`config.mk`:
```
export PLATFORM = sky130hd
export DESIGN_NAME = nsc_core
export DESIGN_NICKNAME = d
export VERILOG_FILES = /design/src/rtl/nsc_pkg.sv /design/src/rtl/nsc_alu.sv /design/src/rtl/nsc_core.sv
export SDC_FILE = /design/constraint.sdc
export NUM_CORES = 1
export LEC_CHECK = 0
export BUFFER_PORTS_ARGS = -buffer_cell sky130_fd_sc_hd__clkbuf_2
export CAP_MARGIN = 20
export CORE_MARGIN = 4
export CORE_UTILIZATION = 45
export DETAILED_ROUTE_END_ITERATION = 10
export PLACE_DENSITY_LB_ADDON = 0.1
export SETUP_SLACK_MARGIN = 0.4
export SLEW_MARGIN = 40
export SYNTH_ARGS = -nofsm -noshare
export SYNTH_HDL_FRONTEND = slang
export SYNTH_SLANG_ARGS = --single-unit
```
`constraint.sdc`:
```
create_clock -name clk -period 2.55 [get_ports clk]
set_clock_uncertainty 0.05 [all_clocks]
set_input_delay 0.1275 -clock clk [delete_from_list [all_inputs] [get_ports clk]]
set_output_delay 0.1275 -clock clk [all_outputs]
set_load 0.02 [all_outputs]
```
`src/rtl/nsc_pkg.sv`:
```
// Shared definitions for the nsc_core CPU: default widths, opcode values and sequencer states.
package nsc_pkg;

  localparam int unsigned DATA_W_DEF = 8;
  localparam int unsigned ADDR_W_DEF = 4;
  localparam int unsigned OPC_W_DEF  = 4;

  localparam int unsigned OP_NOP = 0;
  localparam int unsigned OP_LDA = 1;
  localparam int unsigned OP_ADD = 2;
  localparam int unsigned OP_SUB = 3;
  localparam int unsigned OP_STA = 4;
  localparam int unsigned OP_LDI = 5;
  localparam int unsigned OP_JMP = 6;
  localparam int unsigned OP_JC  = 7;
  localparam int unsigned OP_JZ  = 8;
  localparam int unsigned OP_OUT = 14;
  localparam int unsigned OP_HLT = 15;

  typedef enum logic [2:0] {F0, F1, E0, E1, HALT} state_e;

endpackage

```
`src/rtl/nsc_alu.sv`:
```
// Combinational adder/subtractor for nsc_core; subtraction is a + ~b + 1 so carry=1 means no borrow.
module nsc_alu #(
  parameter int unsigned W = 8
) (
  input  logic [W-1:0] a_i,
  input  logic [W-1:0] b_i,
  input  logic         sub_i,
  output logic [W-1:0] sum_o,
  output logic         carry_o,
  output logic         zero_o
);

  logic [W-1:0] b_eff;

  always_comb begin
    b_eff              = sub_i ? ~b_i : b_i;
    {carry_o, sum_o}   = {1'b0, a_i} + {1'b0, b_eff} + (W+1)'(sub_i);
    zero_o             = (sum_o == '0);
  end

endmodule

```
`src/rtl/nsc_core.sv`:
```
// nsc_core: accumulator CPU with F0/F1/E0/E1/HALT sequencer and external synchronous-read RAM.
// Optional NSC_CORE_PAUSE_EN adds a 'pause' input that holds the core in F0.
module nsc_core
  import nsc_pkg::*;
#(
  parameter int unsigned DATA_W = DATA_W_DEF,
  parameter int unsigned ADDR_W = ADDR_W_DEF,
  parameter int unsigned OPC_W  = OPC_W_DEF
) (
  input  logic              clk,
  input  logic              reset,
`ifdef NSC_CORE_PAUSE_EN
  input  logic              pause,
`endif
  output logic [ADDR_W-1:0] mem_addr,
  input  logic [DATA_W-1:0] mem_rdata,
  output logic [DATA_W-1:0] mem_wdata,
  output logic              mem_we,
  output logic [DATA_W-1:0] out_data,
  output logic              out_valid,
  output logic              halted
);

  if (DATA_W != OPC_W + ADDR_W) begin : g_width_chk
    $fatal(1, "nsc_core: DATA_W must equal OPC_W + ADDR_W");
  end

  state_e              state_q;
  logic [ADDR_W-1:0]   pc_q;
  logic [DATA_W-1:0]   ir_q;
  logic [DATA_W-1:0]   a_q;
  logic [DATA_W-1:0]   b_q;
  logic                c_q;
  logic                z_q;
  logic [DATA_W-1:0]   out_q;
  logic                outv_q;
  logic                halt_q;

  logic [OPC_W-1:0]    opcode;
  logic [ADDR_W-1:0]   operand;
  logic                pause_w;
  logic [DATA_W-1:0]   alu_sum;
  logic                alu_carry;
  logic                alu_zero;
  logic                unused_b;

`ifdef NSC_CORE_PAUSE_EN
  assign pause_w = pause;
`else
  assign pause_w = 1'b0;
`endif

  assign opcode   = ir_q[DATA_W-1 -: OPC_W];
  assign operand  = ir_q[ADDR_W-1:0];
  assign unused_b = ^b_q;

  // Execute states address the operand; fetch (and HALT) address the PC.
  assign mem_addr  = (state_q == E0 || state_q == E1) ? operand : pc_q;
  assign mem_we    = !reset && (state_q == E0) && (opcode == OPC_W'(OP_STA));
  assign mem_wdata = a_q;
  assign out_data  = out_q;
  assign out_valid = outv_q;
  assign halted    = halt_q;

  nsc_alu #(.W(DATA_W)) u_alu (
    .a_i     (a_q),
    .b_i     (mem_rdata),
    .sub_i   (opcode == OPC_W'(OP_SUB)),
    .sum_o   (alu_sum),
    .carry_o (alu_carry),
    .zero_o  (alu_zero)
  );

  always_ff @(posedge clk) begin
    if (reset) begin
      state_q <= F0;
      pc_q    <= '0;
      ir_q    <= '0;
      a_q     <= '0;
      b_q     <= '0;
      c_q     <= 1'b0;
      z_q     <= 1'b0;
      out_q   <= '0;
      outv_q  <= 1'b0;
      halt_q  <= 1'b0;
    end else begin
      outv_q <= 1'b0;
      unique case (state_q)
        F0: if (!pause_w) state_q <= F1;
        F1: begin
          ir_q    <= mem_rdata;
          pc_q    <= pc_q + ADDR_W'(1);
          state_q <= E0;
        end
        E0: begin
          state_q <= F0;
          case (opcode)
            OPC_W'(OP_LDA), OPC_W'(OP_ADD), OPC_W'(OP_SUB): state_q <= E1;
            OPC_W'(OP_LDI): begin
              a_q <= DATA_W'(operand);
              z_q <= (operand == '0);
            end
            OPC_W'(OP_JMP): pc_q <= operand;
            OPC_W'(OP_JC):  if (c_q) pc_q <= operand;
            OPC_W'(OP_JZ):  if (z_q) pc_q <= operand;
            OPC_W'(OP_OUT): begin
              out_q  <= a_q;
              outv_q <= 1'b1;
            end
            OPC_W'(OP_HLT): begin
              state_q <= HALT;
              halt_q  <= 1'b1;
            end
            default: ;
          endcase
        end
        E1: begin
          state_q <= F0;
          if (opcode == OPC_W'(OP_LDA)) begin
            a_q <= mem_rdata;
            z_q <= (mem_rdata == '0);
          end else begin
            b_q <= mem_rdata;
            a_q <= alu_sum;
            c_q <= alu_carry;
            z_q <= alu_zero;
          end
        end
        HALT: ;
        default: state_q <= F0;
      endcase
    end
  end

endmodule

```
==> results.md, run 1 <==
* Final setup vio count at 0
* Setup ws final at 0.2000 ns
* Mapped Avg Cell Area at 8.436 sq um
* Worst endpoint data arrival time at 2.48 ns
* First-pass GRT wire length at 9.473 mm
* Reg2reg start: ir_q[6]
* Initial DRC count at 144
* Min-delay worst type: primary input to flip-flop
* Worst path cell trace: nand4bb_4, buf_12, xnor2_4, ha_4, nand3b_1, o211ai_2, a31oi_2, xnor2_2, a221o_1
* Initial core utilization at 47.94%
* Critical path endpoint category: flip-flop
* Final WL at 5.889 mm
* Critical R2R Capture: mem_wdata[7]
* Startpoint of the worst hold path: mem_rdata[7]
* Routed vias at 2,068
* Worst-path clk slew at 0.07 ns
* CTS tree: yes
* Tightest Pin Transition at 0.4703 ns
* Most common cell after layout, fill and taps aside: clkbuf_2
* Hold path depth at 3
* CTS H-tree depth at 2
* Synth Flop Type: dfxtp_1
* Clk buf depth at 2
* FILL cells at 392
* Placement Setup Slack at 0.09911 ns
* Warning count from the yosys run at 0
* Wire per inst at 16.83 microns
* Max Clock Freq at 0.4255 GHz
* Die area at 0.005971 sq mm
* Peak supply drop at 0.0002992 V
* Number of global-route vias before repair at 1,979
* Syn nets at 276
* CTS buffer count at 5
* Diodes inserted at 0
* LEAKAGE at 1.103 nW
* Num ports at 33
* Synth async-reset ratio at 0%
* R2r setup slk at 0.20 ns
* Final ANT Viol Nets at 0
* Yosys cell types at 56
* Port bufs at 32
* Endpoints failing hold at 0
* Hold EP: ir_q[7]
* Router iterations before antenna repair at 5
* Die width at 77.28 microns
* Unrepaired setup endpoints after global routing: true
* Critical path type: flip-flop to flip-flop
* Worst Setup Start Kind: flip-flop
* Final Wtd Congestion at 0.8637
* Crit Path Max Fanout at 8
* Register area share after synthesis at 32.44%
* Die Height at 77.28 microns
* Pin count of the biggest net entering global routing at 22
* CP bufs+invs at 1
* Synth Register Bits at 35
* CP top delay family: compound AO/OA/AOI/OAI gates
* Crit share post-route at 92.16%
* Status: completed
* Clk Latency, worst-skew pair at 0.29 ns
* Synthesized instance count at 256
* Final Hold Slack at 0.07316 ns
* Slowest cell on crit path: dfxtp_2
* Core Region at 0.004504 sq mm
* Overflow after GRT at 0
* Initial antenna violation count at 0
* Reg2Reg Depth at 9
* Post-route setup TNS at 0 ns
* Most frequent cells in the layout: clkbuf_2 (32), dfxtp_1 (31), nand2_1 (28), nor2_1 (24), a21oi_1 (22)
* Netlist Area Pre-Place at 0.002160 sq mm
* Vias per cell at 5.909
* Hold_buf cts at 0
* Max-slew violations at 0
* Root Driver: clkbuf_8
* Fin crit period at 2.350 ns
* Max Cap Viol at 0
* CP max stage delay at 0.32 ns
* Number of synthesized flops with an enable pin at 0
* Design Power at 1.321 mW
* Cell area power density at 465.2 mW/mm^2
* DRC viols at 0
* Clk sinks at 35
* Layout overhead on the synthesized area at 31.52%
* Share of cells above drive strength 1 at 35.57%
* FP Rows at 24
* GRT Overall Usage at 19.65%
* WP data required at 2.68 ns
* Final net count at 318
* Hpwl dp at 4.000 mm
* Max-slew headroom at 68.41%
[cells by family after synthesis]
| logic type | Yosys count | share of synthesized area [%] |
|---|---|---|
| mux | 16 | 7.648 |
| flops | 35 | 32.44 |
| xor+xnor | 11 | 4.462 |
| simple gates | 107 | 27.58 |
| buf+inv | 20 | 4.113 |
| compound gates | 57 | 17.61 |
| fa+ha+maj | 10 | 6.141 |
[cells in the mapped netlist, types with 2 or more instances]
| cell | number | share of area [%] |
|---|---|---|
| buf_2 | 5 | 1.2 |
| or4_1 | 4 | 1.4 |
| a21oi_1 | 25 | 5.8 |
| nor3b_1 | 4 | 1.4 |
| ha_1 | 9 | 5.2 |
| xor2_1 | 2 | 0.81 |
| clkbuf_1 | 9 | 1.6 |
| mux2_2 | 4 | 2.1 |
| o21bai_1 | 2 | 0.70 |
| nand4b_1 | 2 | 0.81 |
| and3_1 | 2 | 0.58 |
| nand2b_1 | 2 | 0.58 |
| a211oi_1 | 3 | 1.0 |
| xnor2_1 | 9 | 3.7 |
| dfxtp_1 | 35 | 32 |
| inv_1 | 4 | 0.70 |
| or4b_1 | 2 | 0.93 |
| nand3_1 | 6 | 1.4 |
| or2_1 | 2 | 0.58 |
| nor2_1 | 24 | 4.2 |
| o2111ai_1 | 2 | 0.81 |
| buf_4 | 2 | 0.70 |
| o21ai_0 | 9 | 2.1 |
| nand4_1 | 2 | 0.58 |
| a31oi_1 | 2 | 0.58 |
| mux2i_1 | 12 | 5.6 |
| a221o_1 | 3 | 1.4 |
| nor4_1 | 2 | 0.58 |
| nand3b_1 | 4 | 1.4 |
| nand2_1 | 28 | 4.9 |
| nor3_1 | 10 | 2.3 |
[report_power, final]
part           total [mW]  internal, mW  switching, mW
combinational       0.316         0.139          0.177
clock               0.410         0.212          0.198
sequential          0.595         0.568         0.0270
total                1.32         0.920          0.402
[worst max-delay path by stage]
| stage | endpoint | startpoint | depth (start not counted) |
|---|---|---|---|
| after floorplan | mem_wdata[5] | ir_q[5] | 10 |
| after global placement | z_q | ir_q[6] | 9 |
| after detailed placement | z_q | ir_q[6] | 9 |
| after CTS | z_q | ir_q[7] | 9 |
| after global routing | mem_wdata[7] | ir_q[6] | 10 |
| final | mem_wdata[7] | ir_q[6] | 9 |
[state kept, by name (all words and copies together) (netlist names)]
signal,flops
ir_q,8
out_data,8
c_q,1
pc_q,4
mem_wdata,8
state_q,3
out_valid,1
halted,1
z_q,1
[through the flow]
stage | instance area (sq um) | instances | utilization (%)
floorplan | 2201 | 256 | -
global placement | 2410 | 333 | 53.50
detailed placement | 2410 | 333 | 53.50
CTS | 2671 | 347 | 59.31
global route | 2840 | 350 | 63.06
finish | 2840 | 350 | 63.06
[cell type report]
type | instances | area, sq um | share of cell area (%)
multi-input cells | 201 | 1648 | 58.02
flip-flops and latches | 35 | 705.7 | 24.85
repair buffers | 51 | 319.1 | 11.23
clock buffers | 6 | 82.58 | 2.907
well taps | 52 | 65.06 | 2.291
inverters | 4 | 15.01 | 0.5286
clock inverters | 1 | 5.005 | 0.1762
[layer usage]
metal / vias to the layer above / track usage, % / share of wire, %
met3: 6 / 4.567 / 4.1
met4: 0 / 5.694 / 0.90
li1: 1020 / - / -
met1: 994 / 26.29 / 47
met2: 48 / 31.43 / 48
met5: - / 0 / 0
[timing repair]
| action | in CTS | in global routing |
|---|---|---|
| pin swaps | 15 | 17 |
| endpoints found under the setup margin | 6 | 8 |
| cloned | 0 | 0 |
| setup buffers | 7 | 3 |
| resized for setup | 18 | 24 |
[worst reg2reg max path: stages, from the launching register on]
cell and delay, ns:
dfxtp_2 0.32, nand4bb_4 0.22, buf_12 0.18, xnor2_4 0.13
ha_4 0.31, nand3b_1 0.10, o211ai_2 0.30, a31oi_2 0.17
xnor2_2 0.18, a221o_1 0.29
(Power assumes the default switching activity.)
==> inputs of run 2 (changes only) <==
Settings changed: CORE_UTILIZATION 45 to 40, PLACE_DENSITY set to 0.63, PLACE_DENSITY_LB_ADDON 0.1 to not set, RECOVER_POWER set to 25.
==> results.md, run 2 (synthesis results as in run 1) <==
* Status: completed (unchanged)
* Reg power frac at 46.3% (was 45.1%)
* GRT Overall Usage at 18.98% (was 19.65%)
* Die area at 0.006638 sq mm (was 0.005971 sq mm)
* Wire per inst at 16.56 microns (was 16.83 microns)
* Worst path cell trace: nand4bb_1, buf_6, xnor2_4, ha_4, a21oi_2, o211ai_4, or4b_4, nand3_2, a221o_1 (was nand4bb_4, buf_12, xnor2_4, ha_4, nand3b_1, o211ai_2, a31oi_2, xnor2_2, a221o_1)
* Root Driver: clkbuf_8 (unchanged)
* FP Rows at 26 (was 24)
* Crit share post-route at 91.22% (was 92.16%)
* Share of cells above drive strength 1 at 30.90% (was 35.57%)
* LEAKAGE at 1.054 nW (was 1.103 nW)
* Unrepaired setup endpoints after global routing: true (unchanged)
* Cell area power density at 453.0 mW/mm^2 (was 465.2 mW/mm^2)
* Final setup vio count at 0 (unchanged)
* Min-delay worst type: primary input to flip-flop (unchanged)
* CTS buffer count at 5 (unchanged)
* Crit Path Max Fanout at 6 (was 8)
* Placed Instances at 352 (was 333)
* DRC viols at 0 (unchanged)
* Worst-path clk slew at 0.07 ns (about the same)
* CTS H-tree depth at 2 (unchanged)
* Tightest Pin Transition at 0.5742 ns (was 0.4703 ns)
* Max Cap Viol at 0 (unchanged)
* Post-DP Area at 0.002440 sq mm (was 0.002410 sq mm)
* Diodes inserted at 0 (unchanged)
* Hpwl dp at 4.100 mm (was 4.000 mm)
* Router iterations before antenna repair at 4 (was 5)
* Final Instance Area at 0.002834 sq mm (was 0.002840 sq mm)
* Peak supply drop at 0.0002944 V (was 0.0002992 V)
* Die width at 81.48 microns (was 77.28 microns)
* Max-slew headroom at 61.72% (was 68.41%)
* Slowest cell on crit path: or4b_4 (was dfxtp_2)
* Final Hold Slack at 0.08484 ns (was 0.07316 ns)
* Max Clock Freq at 0.4299 GHz (was 0.4255 GHz)
* Die Height at 81.48 microns (was 77.28 microns)
* Fin crit period at 2.326 ns (was 2.350 ns)
* Port bufs at 32 (unchanged)
* Clk sinks at 35 (unchanged)
* Initial DRC count at 168 (was 144)
* Critical path type: flip-flop to flip-flop (unchanged)
* Worst endpoint data arrival time at 2.50 ns (was 2.48 ns)
* Endpoints failing hold at 0 (unchanged)
* Comb power frac at 25.1% (was 23.9%)
* WP data required at 2.73 ns (was 2.68 ns)
* Initial antenna violation count at 0 (unchanged)
* Clk Latency, worst-skew pair at 0.28 ns (was 0.29 ns)
* Pin count of the biggest net entering global routing at 27 (was 22)
* Final Wtd Congestion at 0.9012 (was 0.8637)
* Number of global-route vias before repair at 1,955 (was 1,979)
* First-pass GRT wire length at 9.597 mm (was 9.473 mm)
* CTS tree: yes (unchanged)
* Startpoint of the worst hold path: mem_rdata[7] (unchanged)
* Reg2reg start: ir_q[7] (was ir_q[6])
* Switching pwr at 0.3927 mW (was 0.4017 mW)
* Max-slew violations at 0 (unchanged)
* Clk buf depth at 2 (unchanged)
* Num ports at 33 (unchanged)
* Final ANT Viol Nets at 0 (unchanged)
* Finished Layout Cells at 371 (was 350)
* Initial core utilization at 41.75% (was 47.94%)
* Core Region at 0.005172 sq mm (was 0.004504 sq mm)
* Hold_buf cts at 0 (unchanged)
* Switching Fraction at 30.59% (was 30.41%)
* Final net count at 322 (was 318)
* CP max stage delay at 0.54 ns (was 0.32 ns)
* Routed vias at 2,098 (was 2,068)
* Vias per cell at 5.655 (was 5.909)
* Layout overhead on the synthesized area at 31.23% (was 31.52%)
* Critical path endpoint category: flip-flop (unchanged)
* Worst Setup Start Kind: flip-flop (unchanged)
* Clock network fraction of total power at 28.6% (was 31.0%)
* Most frequent cells in the layout: dfxtp_1 (33), nand2_1 (28), nor2_1 (23), a21oi_1 (22), buf_4 (21) (was clkbuf_2 (32), dfxtp_1 (31), nand2_1 (28), nor2_1 (24), a21oi_1 (22))
* Int Pwr at 0.8910 mW (was 0.9195 mW)
* Post-route setup TNS at 0 ns (unchanged)
* Overflow after GRT at 0 (unchanged)
* Final WL at 6.144 mm (was 5.889 mm)
* Most common cell after layout, fill and taps aside: dfxtp_1 (was clkbuf_2)
* Crit path from: ir_q[7] (was ir_q[6])
* FILL cells at 473 (was 392)
==> run 2: cell types whose count changed in the layout (fill, tap and decap cells not counted), sizes merged <==
cell and change:
buf +4, clkinv -1
==> run 2: worst max-delay path, delay by kind of cell (launching register included) <==
| kind | cells | cell delay (ns) |
|---|---|---|
| flops | 1 | 0.32 |
| buf+inv | 1 | 0.19 |
| compound gates | 3 | 0.47 |
| fa+ha+maj | 1 | 0.26 |
| xor+xnor | 1 | 0.14 |
| simple gates | 3 | 0.84 |
==> run 2: path summary, 6_finish.rpt <==
check        cells after the start            to  slack (ns)
max                              9  mem_wdata[5]        0.22
min                              3       ir_q[7]        0.08
min reg2reg                      1        halted        0.43
max reg2reg                      9  mem_wdata[5]        0.22
==> run 2: repair_timing <==
item,4_1_cts,5_1_grt
resized for setup,29,13
setup endpoints to repair,7,9
endpoints found under the hold margin,0,0
pin swaps,18,15
setup buffers,9,4
==> run 2: cell type report <==
class	instances	area, sq um	share of cell area [%]
tap	70	87.58	3.091
timing repair buffer	55	322.8	11.39
multi-input combinational	201	1633	57.62
sequential	35	703.2	24.81
clock buffer	6	72.57	2.561
inverter	4	15.01	0.5298
==> run 2: per-layer routing <==
metal  up-vias  part of all wire [%]  GRT usage (%)
met5         -                     0              0
met4         0                   2.0          6.757
met3        12                   5.7          3.728
met2        75                    47          30.78
met1       996                    45          24.97
li1       1015                     -              -
==> run 2: stage by stage <==
stage	util (%)	setup WS (ns)	power [mW]
after floorplan	-	0.2801	0.7853
after global placement	47.17	0.1213	0.8536
after detailed placement	47.17	0.1233	0.8563
after CTS	52.83	0.2355	1.263
after global routing	54.79	0.1106	1.351
final	54.79	0.2240	1.284
==> run 2: power groups by stage <==
| stage | combinational [mW] | clock [mW] | sequential [mW] |
|---|---|---|---|
| finish | 0.322 | 0.367 | 0.594 |
| global placement | 0.248 | 0 | 0.606 |
| detailed placement | 0.251 | 0 | 0.605 |
| floorplan | 0.185 | 0 | 0.600 |
| global route | 0.349 | 0.405 | 0.597 |
| CTS | 0.288 | 0.381 | 0.594 |
==> inputs of run 3 (changes only) <==
Settings changed: CELL_PAD_IN_SITES_DETAIL_PLACEMENT set to 1, CELL_PAD_IN_SITES_GLOBAL_PLACEMENT set to 1, CORE_UTILIZATION 40 to 39, PLACE_DENSITY 0.63 to 0.77, SYNTH_HIERARCHICAL set to 1.
==> results.md, run 3 <==
* Netlist Area Pre-Place at 0.002201 sq mm (was 0.002160 sq mm)
* Hold path depth at 3 (unchanged)
* Design Power at 1.372 mW (was 1.284 mW)
* Final Instance Area at 0.002902 sq mm (was 0.002834 sq mm)
* Peak supply drop at 0.0002327 V (was 0.0002944 V)
* Pin count of the biggest net entering global routing at 37 (was 27)
* Diodes inserted at 0 (unchanged)
* First-pass GRT wire length at 10.96 mm (was 9.597 mm)
* Layout overhead on the synthesized area at 31.84% (was 31.23%)
* Unrepaired setup endpoints after global routing: true (unchanged)
* R2r setup slk at -0.56 ns (was 0.22 ns)
* Synth async-reset ratio at 0% (unchanged)
* Fin crit period at 3.114 ns (was 2.326 ns)
* Reg2Reg Depth at 12 (was 9)
* Initial DRC count at 92 (was 168)
* Syn nets at 269 (was 276)
* Crit share post-route at 122.1% (was 91.22%)
* FP Rows at 27 (was 26)
* Count leader, synth: dfxtp_1 (unchanged)
* Status: complete, but fails checks (was completed)
* GRT Overall Usage at 19.24% (was 18.98%)
* Register area share after synthesis at 31.84% (was 32.44%)
* Violated checks: setup timing
* Final WL at 7.238 mm (was 6.144 mm)
* Top cells by area, synth: dfxtp_1 (32%), mux2i_1 (5.5%), mux2_2 (4.6%), nand2_1 (4.6%), ha_1 (4.5%) (was dfxtp_1 (32%), a21oi_1 (5.8%), mux2i_1 (5.6%), ha_1 (5.2%), nand2_1 (4.9%))
* FILL cells at 669 (was 473)
* Share of the synthesized area in the top cell type at 31.84% (was 32.44%)
* Endpoints failing hold at 0 (unchanged)
* Mapped Avg Cell Area at 8.803 sq um (was 8.436 sq um)
* CTS tree: yes (unchanged)
* Overflow after GRT at 0 (unchanged)
* Worst endpoint data arrival time at 3.27 ns (was 2.50 ns)
* Hold EP: ir_q[6] (was ir_q[7])
* CTS buffer count at 5 (unchanged)
* Clock network fraction of total power at 31.6% (was 28.6%)
* Number of synthesized flops with an enable pin at 0 (unchanged)
* Final setup vio count at 6 (was 0)
* Die width at 83.12 microns (was 81.48 microns)
* Post-DP Area at 0.002639 sq mm (was 0.002440 sq mm)
* Clk buf depth at 2 (unchanged)
* Startpoint of the worst hold path: mem_rdata[6] (was mem_rdata[7])
* Router iterations before antenna repair at 4 (unchanged)
* Warning count from the yosys run at 6 (was 0)
* Final ANT Viol Nets at 0 (unchanged)
* Yosys cell types at 61 (was 56)
* Port bufs at 32 (unchanged)
* Setup ws final at -0.5641 ns (was 0.2240 ns)
* Most common cell after layout, fill and taps aside: buf_4 (was dfxtp_1)
* Final Core Density at 52.69% (was 54.79%)
* Worst-path clk slew at 0.09 ns (was 0.07 ns)
* Cell area power density at 472.7 mW/mm^2 (was 453.0 mW/mm^2)
* Synth top cells by count: dfxtp_1 (35), nand2_1 (27), nor2_1 (23), a21oi_1 (18), mux2i_1 (12) (was dfxtp_1 (35), nand2_1 (28), a21oi_1 (25), nor2_1 (24), mux2i_1 (12))
* Critical R2R Capture: z_q (was mem_wdata[5])
* Synth Flop Type: dfxtp_1 (unchanged)
* Initial antenna violation count at 0 (unchanged)
* Post-route setup TNS at -2.043 ns (was 0 ns)
* Max Clock Freq at 0.3211 GHz (was 0.4299 GHz)
* Final net count at 335 (was 322)
* Max Cap Viol at 0 (unchanged)
* WP data required at 2.71 ns (was 2.73 ns)
* Critical path type: flip-flop to flip-flop (unchanged)
* Routed vias at 2,187 (was 2,098)
* Wire per inst at 18.61 microns (was 16.56 microns)
* Clk sinks at 35 (unchanged)
* Hpwl dp at 4.885 mm (was 4.100 mm)
* Synth Register Bits at 35 (unchanged)
* Tightest Pin Transition at 0.7812 ns (was 0.5742 ns)
* Clk Latency, worst-skew pair at 0.30 ns (was 0.28 ns)
* Synthesized instance count at 250 (was 256)
* Crit Path Max Fanout at 4 (was 6)
* DRC viols at 0 (unchanged)
* Worst Setup Start Kind: flip-flop (unchanged)
* Initial core utilization at 39.97% (was 41.75%)
* Switching Fraction at 33.03% (was 30.59%)
* LEAKAGE at 1.184 nW (was 1.054 nW)
* Int Pwr at 0.9185 mW (was 0.8910 mW)
* CTS H-tree depth at 2 (unchanged)
* Reg2reg start: ir_q[7] (unchanged)
* Post-synth top area cell: dfxtp_1 (unchanged)
* Most frequent cells in the layout: buf_4 (35), dfxtp_1 (32), nand2_1 (27), nor2_1 (22), clkbuf_2 (20) (was dfxtp_1 (33), nand2_1 (28), nor2_1 (23), a21oi_1 (22), buf_4 (21))
* Core Region at 0.005507 sq mm (was 0.005172 sq mm)
* Max-slew headroom at 47.70% (was 61.72%)
* Final Wtd Congestion at 0.8419 (was 0.9012)
* Min-delay worst type: primary input to flip-flop (unchanged)
* Reg power frac at 43.8% (was 46.3%)
* Critical path endpoint category: flip-flop (unchanged)
* Placed Instances at 371 (was 352)
* Die area at 0.006909 sq mm (was 0.006638 sq mm)
* Num ports at 33 (unchanged)
* Vias per cell at 5.622 (was 5.655)
* Finished Layout Cells at 389 (was 371)
* Comb power frac at 24.6% (was 25.1%)
* Number of global-route vias before repair at 2,180 (was 1,955)
* Die Height at 83.12 microns (was 81.48 microns)
* Root Driver: clkbuf_8 (unchanged)
* Share of cells above drive strength 1 at 34.70% (was 30.90%)
* Max-slew violations at 0 (unchanged)
* Switching pwr at 0.4530 mW (was 0.3927 mW)
## run 3: cell count changes after synthesis, sizes merged, moves of 5 or more
| cell | change |
|---|---|
| a21oi | -8 |
| nor3 | -6 |
| a211oi | +7 |
| xor2 | +8 |
| xnor2 | -7 |
| mux2 | +5 |
| nor2b | +6 |
## run 3: worst max path at each step
stage	endpoint	startpoint	cells past startpoint
3_5_place_dp	z_q	ir_q[6]	13
4_1_cts	z_q	ir_q[7]	12
5_1_grt	z_q	ir_q[7]	13
3_3_place_gp	z_q	ir_q[6]	13
2_1_floorplan	z_q	ir_q[7]	13
6_report	z_q	ir_q[7]	12
## run 3: what timing repair did
| item | in CTS | in global routing |
|---|---|---|
| pin swaps | 12 | 7 |
| gates resized for setup | 8 | 15 |
| setup buffers | 4 | 6 |
| setup endpoints to repair | 9 | 10 |
| hold buffers | 0 | 0 |
## run 3: final cells by class
cell class                 count  area (sq um)  share of cell area [%]
inverter                       8         30.03                   1.035
sequential                    35         704.4                   24.28
timing repair buffer          72         464.2                   16.00
clock inverter                 3         23.77                  0.8193
tap                           72         90.09                   3.105
clock buffer                   5         68.82                   2.372
multi-input combinational    194          1520                   52.39
## run 3: power by group through the flow
stage               Clock, mW  Combinational, mW  Sequential, mW
finish                  0.434              0.337           0.600
global route            0.464              0.365           0.604
global placement            0              0.291           0.610
detailed placement          0              0.299           0.612
floorplan                   0              0.192           0.606
CTS                     0.441              0.313           0.599
## run 3: per-layer routing
metal | part of all wire [%] | GRT usage, %
met1 | 42 | 22.69
met2 | 53 | 36.22
met3 | 3.7 | 3.075
met4 | 1.3 | 4.160
met5 | 0 | 0
## run 3: cells by family (layout without fill, tap and decap cells)
kind of cell | Yosys count | count (layout) | synth area share (%)
AND/OR/NAND/NOR | 95 | 95 | 25.87
AO/OA/AOI/OAI | 56 | 56 | 16.77
flip-flops | 35 | 35 | 31.84
multiplexers | 22 | 22 | 10.69
buffers and inverters | 21 | 88 | 4.605
XOR/XNOR | 12 | 12 | 4.775
adder cells (fa/ha/maj) | 9 | 9 | 5.458
## run 3: worst max-delay path, stage by stage (launching register included)
cell      delay [ns]
dfxtp_2         0.34
nor4bb_2        0.27
buf_4           0.21
xor2_2          0.15
ha_1            0.29
a21o_1          0.19
a21o_1          0.18
a211o_1         0.26
a221o_1         0.36
nor4b_2         0.27
nor2b_2         0.20
o21ai_2         0.06
a221oi_2        0.19
## run 3: metrics by stage
step                      worst slack [ns]  hold WS [ns]
final                              -0.5641       0.06428
after detailed placement           -0.4857        0.3785
after CTS                          -0.4926       0.06643
after global placement             -0.3786        0.3616
after floorplan                    -0.4535        0.2059
after global routing               -0.7216       0.09573
